**src/rtl/prng_draw_arbiter.sv**
```systemverilog
// Seeds a shared xorshift generator, discards warm-up outputs, then hands each
// fresh generator output to at most one requester under round-robin arbitration.
//
// state | meaning
// IDLE  | unseeded; requests ignored, waiting for a seed offer
// SEED  | gen_set high for one cycle while the generator loads
// WARM  | discarding WARMUP generator outputs
// RUN   | granting one generator output per cycle
module prng_draw_arbiter #(
  parameter int          N_REQ        = 4,
  parameter int          WARMUP       = 16,
  parameter logic [63:0] SEED_DEFAULT = 64'h9E3779B97F4A7C15
) (
  input  logic             clk,
  input  logic             rst_n,
  input  logic             seed_valid,
  output logic             seed_ready,
  input  logic [63:0]      seed_a,
  input  logic [63:0]      seed_b,
  output logic             gen_set,
  output logic [63:0]      gen_seed1,
  output logic [63:0]      gen_seed2,
  input  logic [63:0]      gen_result,
  input  logic [N_REQ-1:0] req,
  output logic [N_REQ-1:0] gnt,
  output logic [63:0]      rnd_data,
  output logic             rng_ok
);

  localparam int PW = (N_REQ > 1) ? $clog2(N_REQ) : 1;
  localparam int CW = $clog2(WARMUP + 1);

  typedef enum logic [1:0] {S_IDLE, S_SEED, S_WARM, S_RUN} state_t;

  state_t           state, state_nxt;
  logic [CW-1:0]    cnt, cnt_nxt;
  logic [PW-1:0]    ptr, ptr_nxt;
  logic [PW-1:0]    idx, sel;
  logic             hit;
  logic             accept;
  logic             set_nxt, ok_nxt;
  logic [N_REQ-1:0] gnt_nxt;
  logic [63:0]      rnd_nxt, seed1_nxt, seed2_nxt;

  assign seed_ready = (state == S_IDLE) || (state == S_RUN);
  assign accept     = seed_valid & seed_ready;

  // First requester at or after ptr, searching circularly.
  always_comb begin
    hit = 1'b0;
    sel = '0;
    idx = '0;
    for (int i = 0; i < N_REQ; i++) begin
      idx = PW'((int'(ptr) + i) % N_REQ);
      if (!hit && req[idx]) begin
        hit = 1'b1;
        sel = idx;
      end
    end
  end

  always_comb begin
    state_nxt = state;
    cnt_nxt   = cnt;
    ptr_nxt   = ptr;
    gnt_nxt   = '0;
    rnd_nxt   = rnd_data;
    seed1_nxt = gen_seed1;
    seed2_nxt = gen_seed2;
    set_nxt   = 1'b0;
    ok_nxt    = rng_ok;

    if (accept) begin
      // An all-zero seed would lock xorshift at zero.
      seed1_nxt = ((seed_a == '0) && (seed_b == '0)) ? SEED_DEFAULT : seed_a;
      seed2_nxt = seed_b;
      set_nxt   = 1'b1;
      ok_nxt    = 1'b0;
      state_nxt = S_SEED;
    end else begin
      unique case (state)
        S_IDLE: ;
        S_SEED: begin
          cnt_nxt   = '0;
          state_nxt = S_WARM;
        end
        S_WARM: begin
          cnt_nxt = cnt + 1'b1;
          if (cnt == CW'(WARMUP - 1)) begin
            state_nxt = S_RUN;
            ok_nxt    = 1'b1;
          end
        end
        S_RUN: begin
          if (hit) begin
            gnt_nxt[sel] = 1'b1;
            rnd_nxt      = gen_result;
            ptr_nxt      = (sel == PW'(N_REQ - 1)) ? '0 : sel + 1'b1;
          end
        end
        default: state_nxt = S_IDLE;
      endcase
    end
  end

  always_ff @(posedge clk or negedge rst_n) begin
    if (!rst_n) begin
      state     <= S_IDLE;
      cnt       <= '0;
      ptr       <= '0;
      gnt       <= '0;
      rnd_data  <= '0;
      gen_set   <= 1'b0;
      gen_seed1 <= '0;
      gen_seed2 <= '0;
      rng_ok    <= 1'b0;
    end else begin
      state     <= state_nxt;
      cnt       <= cnt_nxt;
      ptr       <= ptr_nxt;
      gnt       <= gnt_nxt;
      rnd_data  <= rnd_nxt;
      gen_set   <= set_nxt;
      gen_seed1 <= seed1_nxt;
      gen_seed2 <= seed2_nxt;
      rng_ok    <= ok_nxt;
    end
  end

endmodule

```
**config.mk**
```make
export PLATFORM = sky130hd
export DESIGN_NAME = prng_draw_arbiter
export DESIGN_NICKNAME = d
export VERILOG_FILES = /design/src/rtl/prng_draw_arbiter.sv
export SDC_FILE = /design/constraint.sdc
export NUM_CORES = 1
export LEC_CHECK = 0
export ABC_AREA = 1
export CORE_MARGIN = 1.5
export CORE_UTILIZATION = 30
export DETAILED_ROUTE_END_ITERATION = 10
export PLACE_DENSITY = 0.61
export SYNTH_ARGS = -nofsm -noshare
export SYNTH_HDL_FRONTEND = slang
export SYNTH_SLANG_ARGS = --single-unit
export TNS_END_PERCENT = 50
```
**constraint.sdc**
```tcl
create_clock -name clk -period 5.4 [get_ports clk]
set_clock_uncertainty 0.2 [all_clocks]
set_input_delay 0.54 -clock clk [delete_from_list [all_inputs] [get_ports clk]]
set_output_delay 0.54 -clock clk [all_outputs]
set_load 0.005 [all_outputs]
```
# --- After elaboration in Yosys (flattened, before gate mapping) ---
# Index checks and enable logic that the tools add are counted.
totals:
  input_bits: 199
  wordCells: 79
  out_inout_bits: 199
  regBits: 207
classes:
  bitwise_logic: 2
  reduce_logical: 20
  order_cmp: 6
  n_addsub: 5
  eq_ne: 6
  muxes: 31
ops:
  columns: ["cell", "count"]
  rows:
  - ["zero test 64 bit", 2]
  - ["two-way mux 64 bit", 1]
  - ["< comparator 2 x 3 -> 1 bit (second input constant)", 5]
  - ["two-way mux 2 bit", 7]
  - ["two-way mux 1 bit", 13]
  - ["two-way mux 4 bit", 3]
  - ["one-hot mux 5 bit (2 select lines)", 1]
  - ["binary-select mux 1 bit (select 2 bit)", 4]
  - ["== test 2 bit (second input constant)", 3]
  - ["AND reduction 2 bit", 3]
  - ["nonzero test 2 bit", 3]
  - ["adder 5 x 1 -> 5 bit (second input constant)", 1]
  - ["== test 5 x 4 -> 1 bit (second input constant)", 1]
  - ["logical AND 1 bit", 5]
  - ["adder 2 x 1 -> 2 bit (second input constant)", 2]
  - ["adder 2 bit (second input constant)", 2]
  - ["one-hot mux 2 bit (2 select lines)", 1]
  - ["zero test 1 bit", 3]
  - ["inequality test 3 bit (second input constant)", 1]
  - ["AND reduction 3 bit", 1]
  - ["nonzero test 3 bit", 1]
  - ["demux 1 bit (select 2 bit)", 1]
  - ["== test 2 x 1 -> 1 bit (second input constant)", 1]
  - ["greater-or-equal comparator 2 x 1 -> 1 bit (second input constant)", 1]
  - ["other kinds (4)", 4]

# --- Depth between registers and ports, before layout ---
# Gate-level depths: netlist (run 1).
logic_depth:
  depth_word: 19
  depth_mapped: 14
  mapped_depth_nobuf: 13

# --- Worst setup path before layout (run 1) ---
# OpenSTA, ideal clock, no wires.
synth_path:
  kind: "reg2reg"
  from: "register state[0]"
  to: "register gen_seed1[36]"
  arrival_time_ns: 1.763
  required_ns: 5.129
  slack_ns: 3.365
  stages_incl_launch_ff: 9
  n_path_buf: 2
  setup_ns: 0.071
  cell_sequence: "dfrtp_1 > inv_1 > ha_1 > nand2_1 > inv_1 > clkbuf_1 > buf_1 > nor2_1 > nor2_1"
synth_via:
  elab_chain_len: 3
  elab_cells_between_ends: 4
synth_lines:
  columns: ["item", "line", "text"]
  rows:
  - ["start, declared", "35", "state_t state, state_nxt;"]
  - ["start signal, assigned", "118", "state <= state_nxt;"]
  - ["== test 2 bit / zero test 2 bit (equally long branches)", "45", "assign seed_ready = (state == S_IDLE) || (state == S_RUN);"]
  - ["logical OR 1 bit *", "45", null]
  - ["named net seed_ready", "17", "output logic seed_ready,"]
  - ["AND 1 bit *", "46", "assign accept = seed_valid & seed_ready;"]
  - ["end signal, assigned", "124", "gen_seed1 <= seed1_nxt;"]
  - ["end, declared", "21", "output logic [63:0] gen_seed1,"]
# Mark *: on every way through the listed nets, which the timed path passes. The rest lies on a longest branch.
# A chain may end at the register's enable or synchronous reset.

# --- Worst setup path after layout (run 1) ---
layout_path:
  from: "register state[0]"
  to: "register state[1]"
layout_via:
  elab_chain_len: 5
  elab_cells_between_ends: 11
layout_lines:
  columns: ["item", "line"]
  rows:
  - ["== test 2 bit / zero test 2 bit (equally long branches)", "45"]
  - ["logical OR 1 bit", "45"]
  - ["AND 1 bit", "46"]
  - ["inequality test 3 bit (no source line) / nonzero test 3 bit (equally long branches)", null]
  - ["AND reduction 2 bit (no source line)", null]
# Parallel ways exist; a longest one is shown, timed or not.

==> results of run 1 <==
==> Yosys cell counts <==
cell type	instances	area share, %
o21ai_0	12	0.68
buf_2	11	0.62
ha_1	9	1.3
buf_4	1	0.085
o21ai_1	2	0.11
mux2i_1	1	0.11
nand3_2	1	0.11
nand4_1	1	0.071
nand3_1	16	0.90
a21oi_1	4	0.23
or2_2	32	2.3
buf_6	5	0.64
nor2_4	1	0.13
clkbuf_1	25	1.1
inv_2	3	0.13
nand2_4	1	0.13
dfrtp_1	207	59
o22ai_1	2	0.14
inv_1	37	1.6
buf_1	5	0.21
nor2_1	200	8.5
nand3b_1	1	0.085
nand2_1	526	22
nor3_1	3	0.17
==> how the worst max path moves through the flow <==
stage | to | cells past startpoint | from | slack (ps)
global route | state[1]$_DFFE_PN0P_ | 9 | state[0]$_DFFE_PN0P_ | 2030
finish | state[1]$_DFFE_PN0P_ | 9 | state[0]$_DFFE_PN0P_ | 2360
CTS | state[1]$_DFFE_PN0P_ | 9 | state[0]$_DFFE_PN0P_ | 2330
global placement | state[1]$_DFFE_PN0P_ | 8 | seed_valid | 2220
floorplan | gen_seed1[36]$_DFFE_PN0P_ | 8 | state[0]$_DFFE_PN0P_ | 3370
detailed placement | state[1]$_DFFE_PN0P_ | 8 | seed_valid | 2240
==> registers in the layout (all words and copies together), names as in the netlist <==
name       flops
rng_ok         1
cnt            5
gen_seed2     64
gen_set        1
state          2
rnd_data      64
gen_seed1     64
ptr            2
gnt            4
==> power breakdown <==
group	internal, mW	switching [mW]	total, mW
clock network	0.945	0.631	1.58
registers	2.31	0.405	2.72
logic	1.94	1.82	3.76
total	5.20	2.86	8.05
==> per-stage QoR <==
| step | setup WS (ps) | std cells |
|---|---|---|
| after floorplan | 3370 | 1106 |
| after global placement | 2220 | 1845 |
| after detailed placement | 2240 | 1845 |
| after CTS | 2330 | 1886 |
| after global routing | 2030 | 1886 |
| final | 2360 | 1886 |
==> worst min-delay path, cell delays in order, from the launching register on <==
cell	delay, ps
dfrtp_1	340
nand2_1	50
nand2_1	50
==> kinds of logic after synthesis <==
group | after synthesis
fa+ha+maj | 9
flops | 207
compound gates | 20
mux | 1
simple gates | 782
buf+inv | 87
==> repair_timing <==
action	4_1_cts	5_1_grt
hold buffers	1	0
buffers inserted	0	0
gates resized for setup	0	0
hold endpoints to repair	100	0
==> per-layer routing <==
layer  GRT usage (%)  up-vias
met5               0        -
met4            5.27        0
met3            7.68       46
met2            30.8      299
met1            22.5     3709
li1                -     4101
==> layout make-up <==
| type | instances | share of cell area [%] |
|---|---|---|
| Tap cell | 384 | 3.45 |
| Clock buffer | 38 | 5.14 |
| Sequential cell | 207 | 37.2 |
| Multi-Input combinational cell | 812 | 23.8 |
| Inverter | 40 | 1.10 |
| Clock inverter | 2 | 0.252 |
| Timing Repair Buffer | 403 | 29.0 |
==> flow_summary.json, run 1 <==
{
  "wl_met1_um": 11900,
  "slowest_stage": "buf_4",
  "dr_wl_met2_um": 13100,
  "synth-simple-area-share_pct": 34.6,
  "synth_nets": 1314,
  "relSlewSlack_pct": 25.8,
  "reg2reg_to": "state[1]$_DFFE_PN0P_",
  "avgSynthCellArea_um2": 8.00,
  "chipHeight_um": 175,
  "hold_ws_ps": 274,
  "rsz0062_at_grt": "no",
  "grt-ovfl-total": 0,
  "cts-root-buf": "clkbuf_16",
  "final_common_cell": "nand2_1",
  "core_area_um2": 28900,
  "clk_path_buf_depth": 3,
  "start_util_pct": 30.7,
  "highest_layer": "met4",
  "syn_area_um2": 8850,
  "gp_congestion": 0.820,
  "crit_path_end_kind": "flop",
  "io_buffers": 397,
  "dr_wl_met3_um": 3120,
  "numCtsBuffers": 24,
  "routed_via_density": 4.32,
  "critPathBufInv": 4,
  "synth-seq-area-share_pct": 58.5,
  "final_core_util_pct": 48.2,
  "cp.required_ps": 5650,
  "critPathLaunchType": "flop",
  "nets": 1696,
  "grt_use_total_pct": 18.7,
  "synth_compound_area_share_pct": 1.16,
  "drv_cap": 0,
  "core.rowCount": 62,
  "grt_pass1_wl_um": 45100,
  "layout_common_cells": "nand2_1 (525), clkdlybuf4s50_1 (396), dfrtp_1 (207)",
  "setup_viol": 0,
  "wl_um": 28900,
  "synth_top_family_by_area": "simple AND/OR/NAND/NOR gates",
  "synth_xor_area_share_pct": 0,
  "critPathKind": "flop to flop",
  "min_period_ps": 3040,
  "postPlaceCellArea_um2": 13100,
  "worst_ep_arrival_time_ps": 3290,
  "grt_pass1_vias": 8165,
  "fin_crit_sh_pct": 56.4,
  "path_max_fanout": 88,
  "critPathTopFamily": "buffers and inverters",
  "wire_per_inst_um": 15.3,
  "powerDensity_nw_per_um2": 579,
  "hold_depth": 2,
  "ys_seq_elements": 207,
  "netlist_instances": 1106,
  "slew_violations": 0,
  "worstHoldEndpoint": "gen_seed2[55]$_DFFE_PN0P_",
  "antenna_found_initial": 0,
  "syn_to_final_growth_pct": 57.1,
  "synth.distinct_cells": 24,
  "min-delay-start": "gen_seed2[55]$_DFFE_PN0P_",
  "finalInstanceArea_um2": 13900,
  "finalPower_mw": 8.05,
  "antennaDiodeCount": 0,
  "fmax_mhz": 328,
  "final_layout_size_suffix_gt1_share_pct": 5.19,
  "ant_nets": 0,
  "crit_top_cell": "o21ai_0",
  "drc_errors": 0,
  "synth_mux_area_share_pct": 0.113,
  "r2r_slack_ps": 2360,
  "reg2reg_from": "state[0]$_DFFE_PN0P_",
  "grt_max_degree": 108,
  "status": "finished clean",
  "p_leak_nw": 6.59,
  "clk_latency_ps": 510,
  "hp-class": "flop to flop",
  "yosys.area_share.adder_pct": 1.27,
  "fillers": 2827,
  "clk_pin_slew_worst_paths_ps": 60,
  "max_stage_delay_ps": 820,
  "multiInputGateArea_um2": 3310,
  "cts_tree": "yes",
  "cts_htree_levels": 1,
  "dp_hpwl_um": 20500,
  "die_area_um2": 30600,
  "ir_worst_vdd_v": 0.000472,
  "path_cells": "inv_1, ha_1, nand2_4, inv_4, buf_4, o21ai_0, o21ai_0, o21ai_0, inv_1",
  "fin_setup_tns_ps": 0,
  "seq_area_um2": 5180,
  "dr.pass1.iters": 4,
  "drt_iter0_drc": 290,
  "ios": 398,
  "clock-sinks": 207,
  "worst_slew_pin_slew_ps": 1110,
  "yosysWarnings": 0,
  "reg2regPathDepth": 9,
  "vias": 8155,
  "die_w_um": 175,
  "hold_violations": 0
}
Power figures use the tool's default switching activity.
==> run 2: changes to the inputs <==
==> constraint.sdc (replaced) <==
create_clock -name clk -period 3.1 [get_ports clk]
set_clock_uncertainty 0.2 [all_clocks]
set_input_delay 0.31 -clock clk [delete_from_list [all_inputs] [get_ports clk]]
set_output_delay 0.31 -clock clk [all_outputs]
set_load 0.005 [all_outputs]
==> run 2 against run 1 <==
Via count increased by 0.94%; final cell count increased by 0.37%; worst hold slack got worse by 140 ps; combinational power increased by 77%; die area unchanged; clock power increased by 81%; global-route usage increased by 0.39 points; largest cell class unchanged.
==> flow_summary.json, run 2 (synthesis results as in run 1) <==
{
  "status": "finished clean",
  "p_sw_mw": 5.02,
  "finalInstanceArea_um2": 14100,
  "fillers": 2775,
  "cts-root-buf": "clkbuf_16",
  "hp-class": "input port to flop",
  "max_stage_delay_ps": 590,
  "worst_ep_arrival_time_ps": 2010,
  "grt_pass1_wl_um": 46100,
  "ir_worst_vdd_v": 0.000526,
  "fin_setup_tns_ps": 0,
  "cts_htree_levels": 1,
  "grt_max_degree": 133,
  "gp_congestion": 0.835,
  "grt-ovfl-total": 0,
  "seq_area_um2": 5180,
  "syn_to_final_growth_pct": 58.8,
  "drt_iter0_drc": 336,
  "slew_violations": 0,
  "numCtsBuffers": 25,
  "fmax_mhz": 398,
  "crit_path_end_kind": "output pin",
  "die_w_um": 175,
  "dp_hpwl_um": 21200,
  "start_util_pct": 30.7,
  "path_max_fanout": 8,
  "wl_um": 29300,
  "fin_crit_sh_pct": 81.1,
  "drc_errors": 0,
  "setup_viol": 0,
  "wire_per_inst_um": 15.5,
  "multiInputGateArea_um2": 3310,
  "ant_nets": 0,
  "ios": 398,
  "pwr-share-comb_pct": 46.6,
  "path_cells": "inv_1, ha_1, clkdlybuf4s50_1",
  "powerDensity_nw_per_um2": 1010,
  "clk_pin_slew_worst_paths_ps": 60,
  "rsz0062_at_grt": "no",
  "critPathLaunchType": "flop",
  "postPlaceCellArea_um2": 13300,
  "hold_violations": 0,
  "critPathKind": "flop to output pin",
  "layout_common_cells": "nand2_1 (525), clkdlybuf4s50_1 (396), dfrtp_1 (207)",
  "clock-sinks": 207,
  "grt_pass1_vias": 8336,
  "reg_top3": "gen_seed1: 64 flops, gen_seed2: 64 flops, rnd_data: 64 flops",
  "final_layout_size_suffix_gt1_share_pct": 6.03,
  "nets": 1705,
  "postCtsSetupBuffers": 0,
  "power_frac_clock_pct": 20.1,
  "worst_slew_pin_slew_ps": 685,
  "io_buffers": 397,
  "clk_path_buf_depth": 3,
  "power_frac_seq_pct": 33.3,
  "power.internal_mw": 9.22,
  "min_period_ps": 2520,
  "core.rowCount": 62,
  "switching_share_pct": 35.2,
  "drv_cap": 0,
  "chipHeight_um": 175,
  "p_leak_nw": 6.67,
  "relSlewSlack_pct": 54.3,
  "die_area_um2": 30600,
  "antenna_found_initial": 0,
  "cp.required_ps": 2590,
  "dr.pass1.iters": 4,
  "routed_via_density": 4.35,
  "clk_latency_ps": 510,
  "slowest_stage": "clkdlybuf4s50_1",
  "vias": 8232,
  "antennaDiodeCount": 0,
  "cts_tree": "yes",
  "grt_use_total_pct": 19.1,
  "final_common_cell": "nand2_1",
  "core_area_um2": 28900
}
## run 2: changes by cell type in the layout (fill, tap and decap cells not counted), sizes merged
cell,change
clkinv,+2
clkbuf,-5
buf,+8
clkinvlp,+1
bufinv,+1
## run 2: final cells by class
type                            instances  area share [%]
Sequential cell                       207            36.8
Inverter                               40            1.09
Clock buffer                           33            5.02
Tap cell                              384            3.42
Timing Repair Buffer                  411            29.5
Multi-Input combinational cell        812            23.5
Clock inverter                          6           0.587
## run 2: final timing paths
kind,from,end,slack (ps),depth (start not counted)
max,state[0]$_DFFE_PN0P_,seed_ready,580,3
min,gen_result[12],rnd_data[12]$_DFFE_PN0P_,130,3
max reg2reg,state[0]$_DFFE_PN0P_,rnd_data[61]$_DFFE_PN0P_,650,10
min reg2reg,rnd_data[60]$_DFFE_PN0P_,rnd_data[60]$_DFFE_PN0P_,280,2
max in group asynchronous,rst_n,gen_seed1[51]$_DFFE_PN0P_,1690,3
min in group asynchronous,rst_n,gen_seed2[1]$_DFFE_PN0P_,190,2
## run 2: power groups by stage
stage	logic [mW]	clock network [mW]	registers [mW]
floorplan	2.89	0	4.81
global placement	6.68	0	4.74
detailed placement	6.74	0	4.76
CTS	6.77	2.95	4.75
global route	7.44	3.05	4.92
finish	6.64	2.86	4.75
## run 2: routing by layer
layer / global-route usage (%) / part of all wire (%) / vias to the layer above
li1: - / - / 4102
met1: 23.9 / 42 / 3785
met2: 31.4 / 46 / 309
met3: 6.74 / 9.8 / 36
met4: 4.77 / 2.2 / 0
met5: 0 / 0 / -
## run 2: through the flow
stage	hold slack [ps]	instances	utilization (%)	power, mW	setup slack (ps)
after CTS	100	1893	48.7	14.5	546
after detailed placement	175	1853	45.9	11.5	611
after global placement	166	1853	45.9	11.4	657
after global routing	124	1893	48.7	15.4	415
after floorplan	-186	1106	-	7.70	1070
final	134	1893	48.7	14.2	585
## run 2: timing repair
action / CTS / global route
hold endpoints to repair: 79 / 0
gates resized for setup: 0 / 0
hold buffers: 1 / 0
## run 2: critical path, delay by kind of cell (launching register included)
kind                     cells  cell delay, ps
adder cells (fa/ha/maj)      1             460
buffers and inverters        2             660
flip-flops                   1             380
==> run 3: changes to the inputs <==
--- a/config.mk
+++ b/config.mk
@@ -9,7 +9,7 @@
 export CORE_MARGIN = 1.5
 export CORE_UTILIZATION = 30
 export DETAILED_ROUTE_END_ITERATION = 10
-export PLACE_DENSITY = 0.61
+export PLACE_DENSITY = 0.63
 export SYNTH_ARGS = -nofsm -noshare
 export SYNTH_HDL_FRONTEND = slang
 export SYNTH_SLANG_ARGS = --single-unit
==> constraint.sdc (replaced) <==
create_clock -name clk -period 2.1 [get_ports clk]
set_clock_uncertainty 0.2 [all_clocks]
set_input_delay 0.21 -clock clk [delete_from_list [all_inputs] [get_ports clk]]
set_output_delay 0.21 -clock clk [all_outputs]
set_load 0.005 [all_outputs]
==> run 3 against run 2 <==
Sequential share of layout area shrank 1.3 points; power grew 54%; setup slack lost 540 ps; flip-flop and latch count is the same; highest routed layer unchanged; design area grew 3.8%; sequential power grew 47%; combinational power grew 61%; largest power group unchanged; largest cell class unchanged; worst hold slack lost 100 ps; final cell count grew 2.4%.
==> flow_summary.json, run 3 (synthesis results as in run 1) <==
{
  "power.internal_mw": 14.2,
  "fmax_mhz": 486,
  "layout_common_cells": "nand2_1 (519), clkdlybuf4s50_1 (395), dfrtp_1 (205)",
  "gp_congestion": 0.852,
  "grt-ovfl-total": 0,
  "switching_share_pct": 35.2,
  "path_max_fanout": 8,
  "final_layout_size_suffix_gt1_share_pct": 9.65,
  "cts_tree": "yes",
  "slew_violations": 0,
  "grt_pass1_vias": 8654,
  "dr.pass1.iters": 4,
  "ir_worst_vdd_v": 0.000719,
  "powerDensity_nw_per_um2": 1510,
  "nets": 1746,
  "pwr-share-comb_pct": 48.5,
  "grt_max_degree": 104,
  "critPathLaunchType": "flop",
  "rsz0062_at_grt": "yes",
  "grt_use_total_pct": 19.0,
  "p_leak_nw": 6.94,
  "setup_viol": 0,
  "chipHeight_um": 175,
  "grt_pass1_wl_um": 46300,
  "highest_layer": "met4",
  "ant_nets": 0,
  "core_area_um2": 28900,
  "dr_wl_met2_um": 14000,
  "crit_path_end_kind": "flop",
  "relSlewSlack_pct": 55.3,
  "drc_errors": 0,
  "p_sw_mw": 7.74,
  "start_util_pct": 30.7,
  "core.rowCount": 62,
  "wl_met1_um": 12300,
  "setup_slack_ps": 43.3,
  "ios": 398,
  "reg_top3": "gen_seed1: 64 flops, gen_seed2: 64 flops, rnd_data: 64 flops",
  "die_w_um": 175,
  "dpl.cell_count": 1887,
  "final_common_cell": "nand2_1",
  "clk_latency_ps": 510,
  "fillers": 2724,
  "vias": 8500,
  "pre_cts_ws_ps": -278,
  "finalPower_mw": 22.0,
  "die_area_um2": 30600,
  "min_period_ps": 2060,
  "clk_path_buf_depth": 3,
  "clk_pin_slew_worst_paths_ps": 60,
  "wire_per_inst_um": 15.6,
  "antennaDiodeCount": 0,
  "worst_ep_arrival_time_ps": 2260,
  "syn_to_final_growth_pct": 64.9,
  "clock-sinks": 207,
  "drt_iter0_drc": 418,
  "hold_violations": 0,
  "hp-class": "input port to flop",
  "cp.required_ps": 2310,
  "drv_cap": 0,
  "dr_wl_met3_um": 3150,
  "finalInstanceArea_um2": 14600,
  "cts_htree_levels": 1,
  "cts-root-buf": "clkbuf_16",
  "status": "finished clean",
  "routed_via_density": 4.38,
  "final_core_util_pct": 50.6,
  "io_buffers": 397,
  "fin_crit_sh_pct": 97.9,
  "antenna_found_initial": 0,
  "critPathKind": "flop to flop",
  "power_frac_clock_pct": 19.6,
  "wl_um": 30200,
  "postPlaceCellArea_um2": 13600,
  "numCtsBuffers": 24,
  "instances_no_fill": 1939,
  "dp_hpwl_um": 21300,
  "power_frac_seq_pct": 31.9,
  "worst_slew_pin_slew_ps": 668
}
[run 3: cell types whose count changed in the layout (fill, tap and decap cells not counted), sizes merged]
cell,delta
dlygate4sd3,+1
clkinv,+2
dlygate4sd2,+1
clkbuf,+5
buf,+38
clkdlybuf4s50,-1
[run 3: metal layers]
metal,up-vias,track usage [%]
met5,-,0
met4,0,5.56
met3,44,7.38
met2,341,32.0
met1,3915,22.4
li1,4200,-
[run 3: worst paths after layout]
check | cells after the start | slack (ps) | from | end
max | 9 | 40 | ptr[0]$_DFFE_PN0P_ | ptr[1]$_DFFE_PN0P_
min in group asynchronous | 3 | 100 | rst_n | gen_seed1[23]$_DFFE_PN0P_
min | 3 | 30 | gen_result[22] | rnd_data[22]$_DFFE_PN0P_
max in group asynchronous | 3 | 510 | rst_n | gen_seed1[27]$_DFFE_PN0P_
min reg2reg | 2 | 280 | rnd_data[2]$_DFFE_PN0P_ | rnd_data[2]$_DFFE_PN0P_
max reg2reg | 9 | 40 | ptr[0]$_DFFE_PN0P_ | ptr[1]$_DFFE_PN0P_
[run 3: area by class of cell]
cell class	instances	area, µm²	share of cell area, %
inverter	40	158	1.08
clock inverter	8	92.6	0.634
tap	384	480	3.29
clock buffer	35	733	5.02
timing repair buffer	453	4600	31.5
sequential	207	5180	35.5
multi-input combinational	812	3350	23.0
[run 3: what timing repair did]
| action | CTS | global route |
|---|---|---|
| pin swaps | 0 | 4 |
| gates cloned | 0 | 3 |
| endpoints found under the setup margin | 2 | 92 |
| hold endpoints to repair | 207 | 21 |
| gates resized for setup | 3 | 20 |
| buffers inserted | 1 | 2 |
| hold buffers | 3 | 1 |
[run 3: worst max-delay path, cell delays in order (launching register included)]
cell	delay, ps
dfrtp_2	470
o21ai_1	310
nand2_2	120
nand3_1	130
nand3_1	150
nand3_4	140
inv_2	50
ha_1	280
nand2_1	60
nand2_1	40
[run 3: through the flow]
step                      hold slack, ps  setup TNS [ps]
final                               31.9               0
after CTS                           6.86               0
after global routing                20.0           -1350
after detailed placement           -42.0           -9760
after floorplan                     -286               0
after global placement             -41.2           -9760
[run 3: power by group through the flow]
stage          registers (mW)  logic, mW  clock network, mW
4_1_cts                  7.01       10.4               4.45
2_1_floorplan            7.10       4.26                  0
3_3_place_gp             6.96       10.1                  0
5_1_grt                  7.26       11.8               4.64
6_report                 7.00       10.7               4.31
3_5_place_dp             7.02       10.3                  0
